--- src/rtl/sram_controller.sv ---
// sram_controller: initiator-side access engine for the data SRAM.
// Accepts single-word read, single-word write and multi-word copy commands
// over a valid/ready port, sequences the SRAM strobes and returns one
// response pulse per command.
//
// Ports:
//   clock, nReset          clock and asynchronous active-low reset
//   cmd_valid / cmd_ready  command handshake (ready only while idle)
//   cmd_op                 00 read, 01 write, 10 copy, 11 reserved
//   cmd_addr, cmd_dst      word address / copy source, copy destination
//   cmd_len, cmd_wdata     copy word count (1..depth), write data
//   resp_valid/_rdata/_err one-cycle completion pulse, read data, error
//   busy                   inverse of cmd_ready
//   memAddress, memWriteData, memWrite, memRead, memReadData   SRAM pins
module sram_controller #(
  parameter int unsigned ADDR_BITS  = 5,
  parameter int unsigned DATA_WIDTH = 32
) (
  input  logic                  clock,
  input  logic                  nReset,
  input  logic                  cmd_valid,
  output logic                  cmd_ready,
  input  logic [1:0]            cmd_op,
  input  logic [31:0]           cmd_addr,
  input  logic [31:0]           cmd_dst,
  input  logic [5:0]            cmd_len,
  input  logic [DATA_WIDTH-1:0] cmd_wdata,
  output logic                  resp_valid,
  output logic [DATA_WIDTH-1:0] resp_rdata,
  output logic                  resp_err,
  output logic                  busy,
  output logic [31:0]           memAddress,
  output logic [DATA_WIDTH-1:0] memWriteData,
  output logic                  memWrite,
  output logic                  memRead,
  input  logic [DATA_WIDTH-1:0] memReadData
);

  localparam int unsigned LEN_W = 6;
  localparam int unsigned DEPTH = 1 << ADDR_BITS;

  localparam logic [1:0] OP_RD = 2'b00;
  localparam logic [1:0] OP_WR = 2'b01;
  localparam logic [1:0] OP_CP = 2'b10;

  typedef enum logic [2:0] {
    S_IDLE,
    S_RD,
    S_WR,
    S_CP_RD,
    S_CP_WR,
    S_DONE
  } state_e;

  state_e                 state_q, state_d;
  logic [ADDR_BITS-1:0]   src_q, src_d;
  logic [ADDR_BITS-1:0]   dst_q, dst_d;
  logic [LEN_W-1:0]       cnt_q, cnt_d;
  // Shared data register: write data for WR, copy buffer for CP_RD/CP_WR.
  logic [DATA_WIDTH-1:0]  data_q, data_d;
  logic [DATA_WIDTH-1:0]  rdata_q, rdata_d;
  logic                   err_q, err_d;

  // Upper address bits are discarded: addresses wrap modulo the depth.
  logic unused_addr_bits;
  assign unused_addr_bits = ^{cmd_addr[31:ADDR_BITS], cmd_dst[31:ADDR_BITS]};

  // State and datapath registers.
  always_ff @(posedge clock or negedge nReset) begin
    if (!nReset) begin
      state_q <= S_IDLE;
      src_q   <= '0;
      dst_q   <= '0;
      cnt_q   <= '0;
      data_q  <= '0;
      rdata_q <= '0;
      err_q   <= 1'b0;
    end else begin
      state_q <= state_d;
      src_q   <= src_d;
      dst_q   <= dst_d;
      cnt_q   <= cnt_d;
      data_q  <= data_d;
      rdata_q <= rdata_d;
      err_q   <= err_d;
    end
  end

  // Next-state and datapath update.
  always_comb begin
    state_d = state_q;
    src_d   = src_q;
    dst_d   = dst_q;
    cnt_d   = cnt_q;
    data_d  = data_q;
    rdata_d = rdata_q;
    err_d   = err_q;
    unique case (state_q)
      S_IDLE: begin
        if (cmd_valid) begin
          src_d  = cmd_addr[ADDR_BITS-1:0];
          dst_d  = cmd_dst[ADDR_BITS-1:0];
          cnt_d  = cmd_len;
          data_d = cmd_wdata;
          err_d  = 1'b0;
          unique case (cmd_op)
            OP_RD: state_d = S_RD;
            OP_WR: state_d = S_WR;
            OP_CP: begin
              if (cmd_len == '0 || 32'(cmd_len) > DEPTH) begin
                err_d   = 1'b1;
                state_d = S_DONE;
              end else begin
                state_d = S_CP_RD;
              end
            end
            default: begin
              err_d   = 1'b1;
              state_d = S_DONE;
            end
          endcase
        end
      end
      S_RD: begin
        rdata_d = memReadData;
        state_d = S_DONE;
      end
      S_WR: state_d = S_DONE;
      S_CP_RD: begin
        data_d  = memReadData;
        rdata_d = memReadData;
        state_d = S_CP_WR;
      end
      S_CP_WR: begin
        src_d   = src_q + ADDR_BITS'(1);
        dst_d   = dst_q + ADDR_BITS'(1);
        cnt_d   = cnt_q - LEN_W'(1);
        state_d = (cnt_q == LEN_W'(1)) ? S_DONE : S_CP_RD;
      end
      S_DONE: state_d = S_IDLE;
      default: state_d = S_IDLE;
    endcase
  end

  // SRAM pin decode: address and write data are zero whenever their strobe is idle.
  always_comb begin
    memRead      = 1'b0;
    memWrite     = 1'b0;
    memAddress   = '0;
    memWriteData = '0;
    unique case (state_q)
      S_RD, S_CP_RD: begin
        memRead    = 1'b1;
        memAddress = 32'(src_q);
      end
      S_WR: begin
        memWrite     = 1'b1;
        memAddress   = 32'(src_q);
        memWriteData = data_q;
      end
      S_CP_WR: begin
        memWrite     = 1'b1;
        memAddress   = 32'(dst_q);
        memWriteData = data_q;
      end
      default: ;
    endcase
  end

  assign cmd_ready  = (state_q == S_IDLE);
  assign busy       = (state_q != S_IDLE);
  assign resp_valid = (state_q == S_DONE);
  assign resp_err   = (state_q == S_DONE) && err_q;
  assign resp_rdata = rdata_q;

endmodule

--- config.mk ---
export PLATFORM = sky130hd
export DESIGN_NAME = sram_controller
export DESIGN_NICKNAME = d
export VERILOG_FILES = /design/src/rtl/sram_controller.sv
export SDC_FILE = /design/constraint.sdc
export NUM_CORES = 1
export LEC_CHECK = 0
export ABC_AREA = 0
export CORE_MARGIN = 2
export CORE_UTILIZATION = 38
export DETAILED_ROUTE_END_ITERATION = 7
export GPL_TIMING_DRIVEN = 0
export PLACE_DENSITY = 0.79
export SETUP_SLACK_MARGIN = 0.05
export SYNTH_ARGS = -nofsm -noshare
export SYNTH_HDL_FRONTEND = slang
export SYNTH_SLANG_ARGS = --single-unit
--- constraint.sdc ---
create_clock -name clock -period 1.97 [get_ports clock]
set_clock_uncertainty 0.1 [all_clocks]
set_input_delay 0.394 -clock clock [delete_from_list [all_inputs] [get_ports clock]]
set_output_delay 0.394 -clock clock [all_outputs]
set_load 0.01 [all_outputs]
==> results summary <==
The first TritonRoute pass finished after 6 iterations. The number of cells produced by synthesis came out at between 500 and 600. The final route contains approximately 4500 vias. The cell sitting at the root of the clock tree is a sky130_fd_sc_hd__clkbuf_16. In this run the cell area of the synthesized design comes to between 4000 and 5000 sq um.

The register bit total from synthesis came out at 84. The share of the cycle needed by the critical path after routing came out at 110%. The switching part of the total is approximately two fifths. The origin of the critical flop-to-flop path is state_q[0]. The worst setup path is of the register to output pin kind. The effective utilization at floorplan is ~39%. In the routed layout, each cell is associated on average with a via count of 4.95. The max-slew violation count is 0. The top cell type by area accounts for a little under half of the synthesized area. Headroom to the max-slew limit came out at 62.6%.

The design internal power came out at roughly 0.0072 W. Sorting the synthesized cells by area gives the leading types as sky130_fd_sc_hd__dfrtp_1 48%, sky130_fd_sc_hd__nand2_1 16%, sky130_fd_sc_hd__buf_4 4.9%. The number of enable-type register cells in the synthesized netlist is 0. The net load switching power came out at between 0.004 and 0.005 W.

The setup-violating endpoint count in the final report came out at 46. The number of max-capacitance violations reported came out at 0. The total overflow reported by the global router came out at 0. The HPWL after detailed placement is 9630 microns. The worst register-to-register path ends at cnt_q[2]. Compared with the post-synthesis result, the final layout area differs by 66.6%. The run finished, with violations left. Summing all multi-input logic gate instances after layout gives 2220 sq um. 241 I/O pins were placed.

After global routing, the most crowded layer is met2. In the post-route analysis, the smallest setup slack over all paths is -0.195 ns. For met1 alone, demand over resource in global routing was between 20% and 30%. Buffers inserted during clock tree synthesis total 9. The number of design rule violations left after detail routing is 0. CTS saw between 80 and 90 sinks. The met3 demand-to-capacity share in global routing is under 10%.

The overall die width came out at between 100 and 150 microns. At the pin with the least slew margin, the transition time is 0.561 ns. No sink is reached through more buffers than the 2 on the longest clock path. The pin count of the biggest net entering global routing came out at 46.

The total track usage is 22.4%. The placed cell count is around 860. After synthesis, the netlist uses 46 different library cells. Sequential cells burn a little over a quarter of the power. The detail route stage leaves a number of antenna-violating nets equal to 0. The capture point of the critical path is memWriteData[31]. The part of the power in the clock network is 14.2%. The H-tree was split into 3 levels. STA classifies the critical path endpoint as an output pin.

The worst-case vdd ir drop is just under 900 uV. Tracing the worst setup path back leads to its startpoint at state_q[1]. The mean cell area of the mapped netlist came out at between 8 and 9 sq um. The congestion estimate from routability-driven global placement came to about 0.86. Combinational logic is responsible for between 50% and 60% of the overall power. The routed design has between 10000 and 15000 microns of wire. The share of synthesized flip-flops with an asynchronous set or reset came out at between 90% and 100%. The quantity of I/O buffers inserted on ports is 159.

The via count of the first global-routing pass is around 4500. The fraction of the yosys area taken by sequential cells came out at between 40% and 50%. The count of routing violations after the opening detailed-route iteration came out at about 340. The leakage power of the design is around 3.5 nW. The checks that failed: negative setup slack.

The start point of the worst min-delay path is cmd_len[3]. For this run, the top clock speed supported by timing is 462 MHz. The routing usage on met2 came out at ~40%. The data required time of the worst path is 1.48 ns.

The class of the worst hold path is primary input to register. The first-pass GRT wire length came out at 22600 microns. The flip-flop and latch area is ~2100 sq um.

The startpoint type of the worst setup path is a register. At the worst endpoint, the arrival time is around 1.7 ns. The largest fanout on the critical path came out at 6. Across all register-to-register paths, the minimum setup slack is -0.02 ns. After clock tree synthesis, the clock-pin slew on the worst setup and hold paths is ~0.07 ns. The TritonCTS clock tree is built. After detailed routing, the average wire length per cell comes to around 16 microns. The total area inside the core boundary comes to 11400 sq um.

The later-pin clock latency in the skew report came out at roughly 0.34 ns. From bottom edge to top edge, the die measures between 100 and 150 microns. The number of antenna violations at the first check in global routing came to 0. Row generation in the floorplan step produced 39 rows. The non-filler instance count after layout is between 900 and 1000. The number of diodes added for antenna fixing is 0.

The area enclosed by the die boundary is approximately 12000 sq um. For the worst flop-to-flop path, the logic depth is 7. The shortest clock period the worst path allows after layout is around 2.2 ns. Setup repair after global routing could not meet its margin everywhere. Timing analysis after detailed placement gives a worst setup slack of -0.658 ns. sky130_fd_sc_hd__dfrtp_1 takes more of the synthesized area than any other cell. The hold violation total from the final report is 0. The main flop type after synthesis is sky130_fd_sc_hd__dfrtp_1. The share of the core filled with cells came out at 64.5%.

The number of nets at the end of the flow is between 900 and 1000. In this run the power density over the cells is roughly 1600 nW/um^2. Cells with a size suffix above 1 make up between 20% and 30% of the layout. The total of fill cells in the finished design is between 900 and 1000. For this run, the number of Yosys warnings is 0.
## flip-flops by register name, indices dropped and copies added, names as in the netlist
signal and count:
err_q 1, src_q 5, cnt_q 6, dst_q 5
data_q 32, state_q 3, resp_rdata 32
## power groups by stage
stage / clock [W] / combinational, W / sequential, W
6_report: 0.00167 / 0.00690 / 0.00319
5_1_grt: 0.00178 / 0.00748 / 0.00330
4_1_cts: 0.00170 / 0.00609 / 0.00316
3_5_place_dp: 0 / 0.00538 / 0.00316
3_3_place_gp: 0 / 0.00526 / 0.00312
2_1_floorplan: 0 / 0.00285 / 0.00320
## per-stage QoR
step	power, W	hold slack, ns	instance area [sq um]	TNS, ns
after global routing	0.0126	0.346	7330	-9.99
after global placement	0.00838	0.357	6270	-261.21
after floorplan	0.00605	-0.00159	4500	0
final	0.0118	0.339	7330	-5.31
after detailed placement	0.00854	0.324	6300	-36.66
after CTS	0.0110	0.377	6850	-6.08
## layer usage
metal | vias to the layer above | share of wire (%)
li1 | 2156 | -
met1 | 2167 | 41
met2 | 200 | 51
met3 | 16 | 6.8
met4 | 0 | 1.3
met5 | - | 0
## final cells by class
class                   instances  share of cell area [%]
clock inverters                 4                   0.427
multi-input cells             406                    30.3
inverters                      10                   0.580
repair buffers                197                    26.1
flip-flops and latches         84                    28.7
well taps                     143                    2.44
plain buffers                  61                    7.80
clock buffers                  12                    3.63
## critical path: stages, from the launching register on
cell and delay (ns):
sky130_fd_sc_hd__dfrtp_1 0.37, sky130_fd_sc_hd__buf_6 0.13, sky130_fd_sc_hd__xnor2_2 0.14, sky130_fd_sc_hd__nor2_2 0.06
sky130_fd_sc_hd__buf_6 0.13, sky130_fd_sc_hd__buf_4 0.12, sky130_fd_sc_hd__buf_4 0.12, sky130_fd_sc_hd__and2_4 0.13
sky130_fd_sc_hd__buf_6 0.12
## Yosys cell counts, types with 2 or more instances
master / number
sky130_fd_sc_hd__a21oi_1: 11
sky130_fd_sc_hd__clkbuf_1: 16
sky130_fd_sc_hd__a31oi_1: 34
sky130_fd_sc_hd__buf_2: 10
sky130_fd_sc_hd__dfrtp_1: 84
sky130_fd_sc_hd__and3_4: 2
sky130_fd_sc_hd__o21ai_0: 8
sky130_fd_sc_hd__o22ai_2: 3
sky130_fd_sc_hd__o21ai_1: 7
sky130_fd_sc_hd__nor3b_1: 2
sky130_fd_sc_hd__and3_1: 2
sky130_fd_sc_hd__o22ai_1: 5
sky130_fd_sc_hd__and2_1: 33
sky130_fd_sc_hd__buf_4: 29
sky130_fd_sc_hd__a21oi_2: 4
sky130_fd_sc_hd__or3_1: 2
sky130_fd_sc_hd__nor2_1: 49
sky130_fd_sc_hd__nand3b_1: 2
sky130_fd_sc_hd__ha_1: 4
sky130_fd_sc_hd__nand3_1: 5
sky130_fd_sc_hd__inv_1: 9
sky130_fd_sc_hd__nand2_1: 186
sky130_fd_sc_hd__buf_6: 5
## layout by cell type, fill, tap and decap left out, types with 5 or more instances in the layout
| cell type | Yosys | routed |
|---|---|---|
| sky130_fd_sc_hd__nor2_1 | 49 | 44 |
| sky130_fd_sc_hd__nand2_1 | 186 | 173 |
| sky130_fd_sc_hd__inv_1 | 9 | 9 |
| sky130_fd_sc_hd__buf_4 | 29 | 53 |
| sky130_fd_sc_hd__conb_1 | 1 | 27 |
| sky130_fd_sc_hd__nand3_1 | 5 | 5 |
| sky130_fd_sc_hd__clkdlybuf4s50_1 | 0 | 113 |
| sky130_fd_sc_hd__a31oi_1 | 34 | 32 |
| sky130_fd_sc_hd__o21ai_1 | 7 | 6 |
| sky130_fd_sc_hd__clkbuf_1 | 16 | 6 |
| sky130_fd_sc_hd__o21ai_0 | 8 | 7 |
| sky130_fd_sc_hd__a21oi_1 | 11 | 11 |
| sky130_fd_sc_hd__buf_6 | 5 | 39 |
| sky130_fd_sc_hd__o22ai_2 | 3 | 5 |
| sky130_fd_sc_hd__clkbuf_16 | 0 | 13 |
| sky130_fd_sc_hd__and2_1 | 33 | 15 |
| sky130_fd_sc_hd__clkbuf_8 | 0 | 6 |
| sky130_fd_sc_hd__nand2_2 | 1 | 12 |
| sky130_fd_sc_hd__and2_4 | 0 | 18 |
| sky130_fd_sc_hd__dfrtp_1 | 84 | 82 |
| sky130_fd_sc_hd__buf_2 | 10 | 23 |
## timing repair
action | 4_1_cts | 5_1_grt
pin swaps | 18 | 29
setup endpoints to repair | 86 | 86
endpoints found under the hold margin | 39 | 0
resized for setup | 246 | 89
hold buffers | 1 | 0
gates cloned | 3 | 4
buffers inserted | 15 | 14
## cell families (layout without fill, tap and decap cells)
family,after synthesis,count (layout),synth area share [%]
muxes,1,1,0.256
AOI/OAI and AO/OA,81,81,12.2
xor gates and xnor gates,1,1,0.199
DFF,84,84,47.7
buffers and inverters,71,284,9.66
and+or+nand+nor,292,292,28.7
other,1,27,0.0852
adders and majority gates,4,4,1.14
## worst min path at each step
stage | endpoint | cells after the start
6_report | cnt_q[3] | 3
5_1_grt | cnt_q[3] | 3
4_1_cts | resp_rdata[8] | 2
3_5_place_dp | resp_rdata[18] | 1
3_3_place_gp | resp_rdata[8] | 2
2_1_floorplan | cnt_q[0] | 0
(Power assumes the default switching activity.)
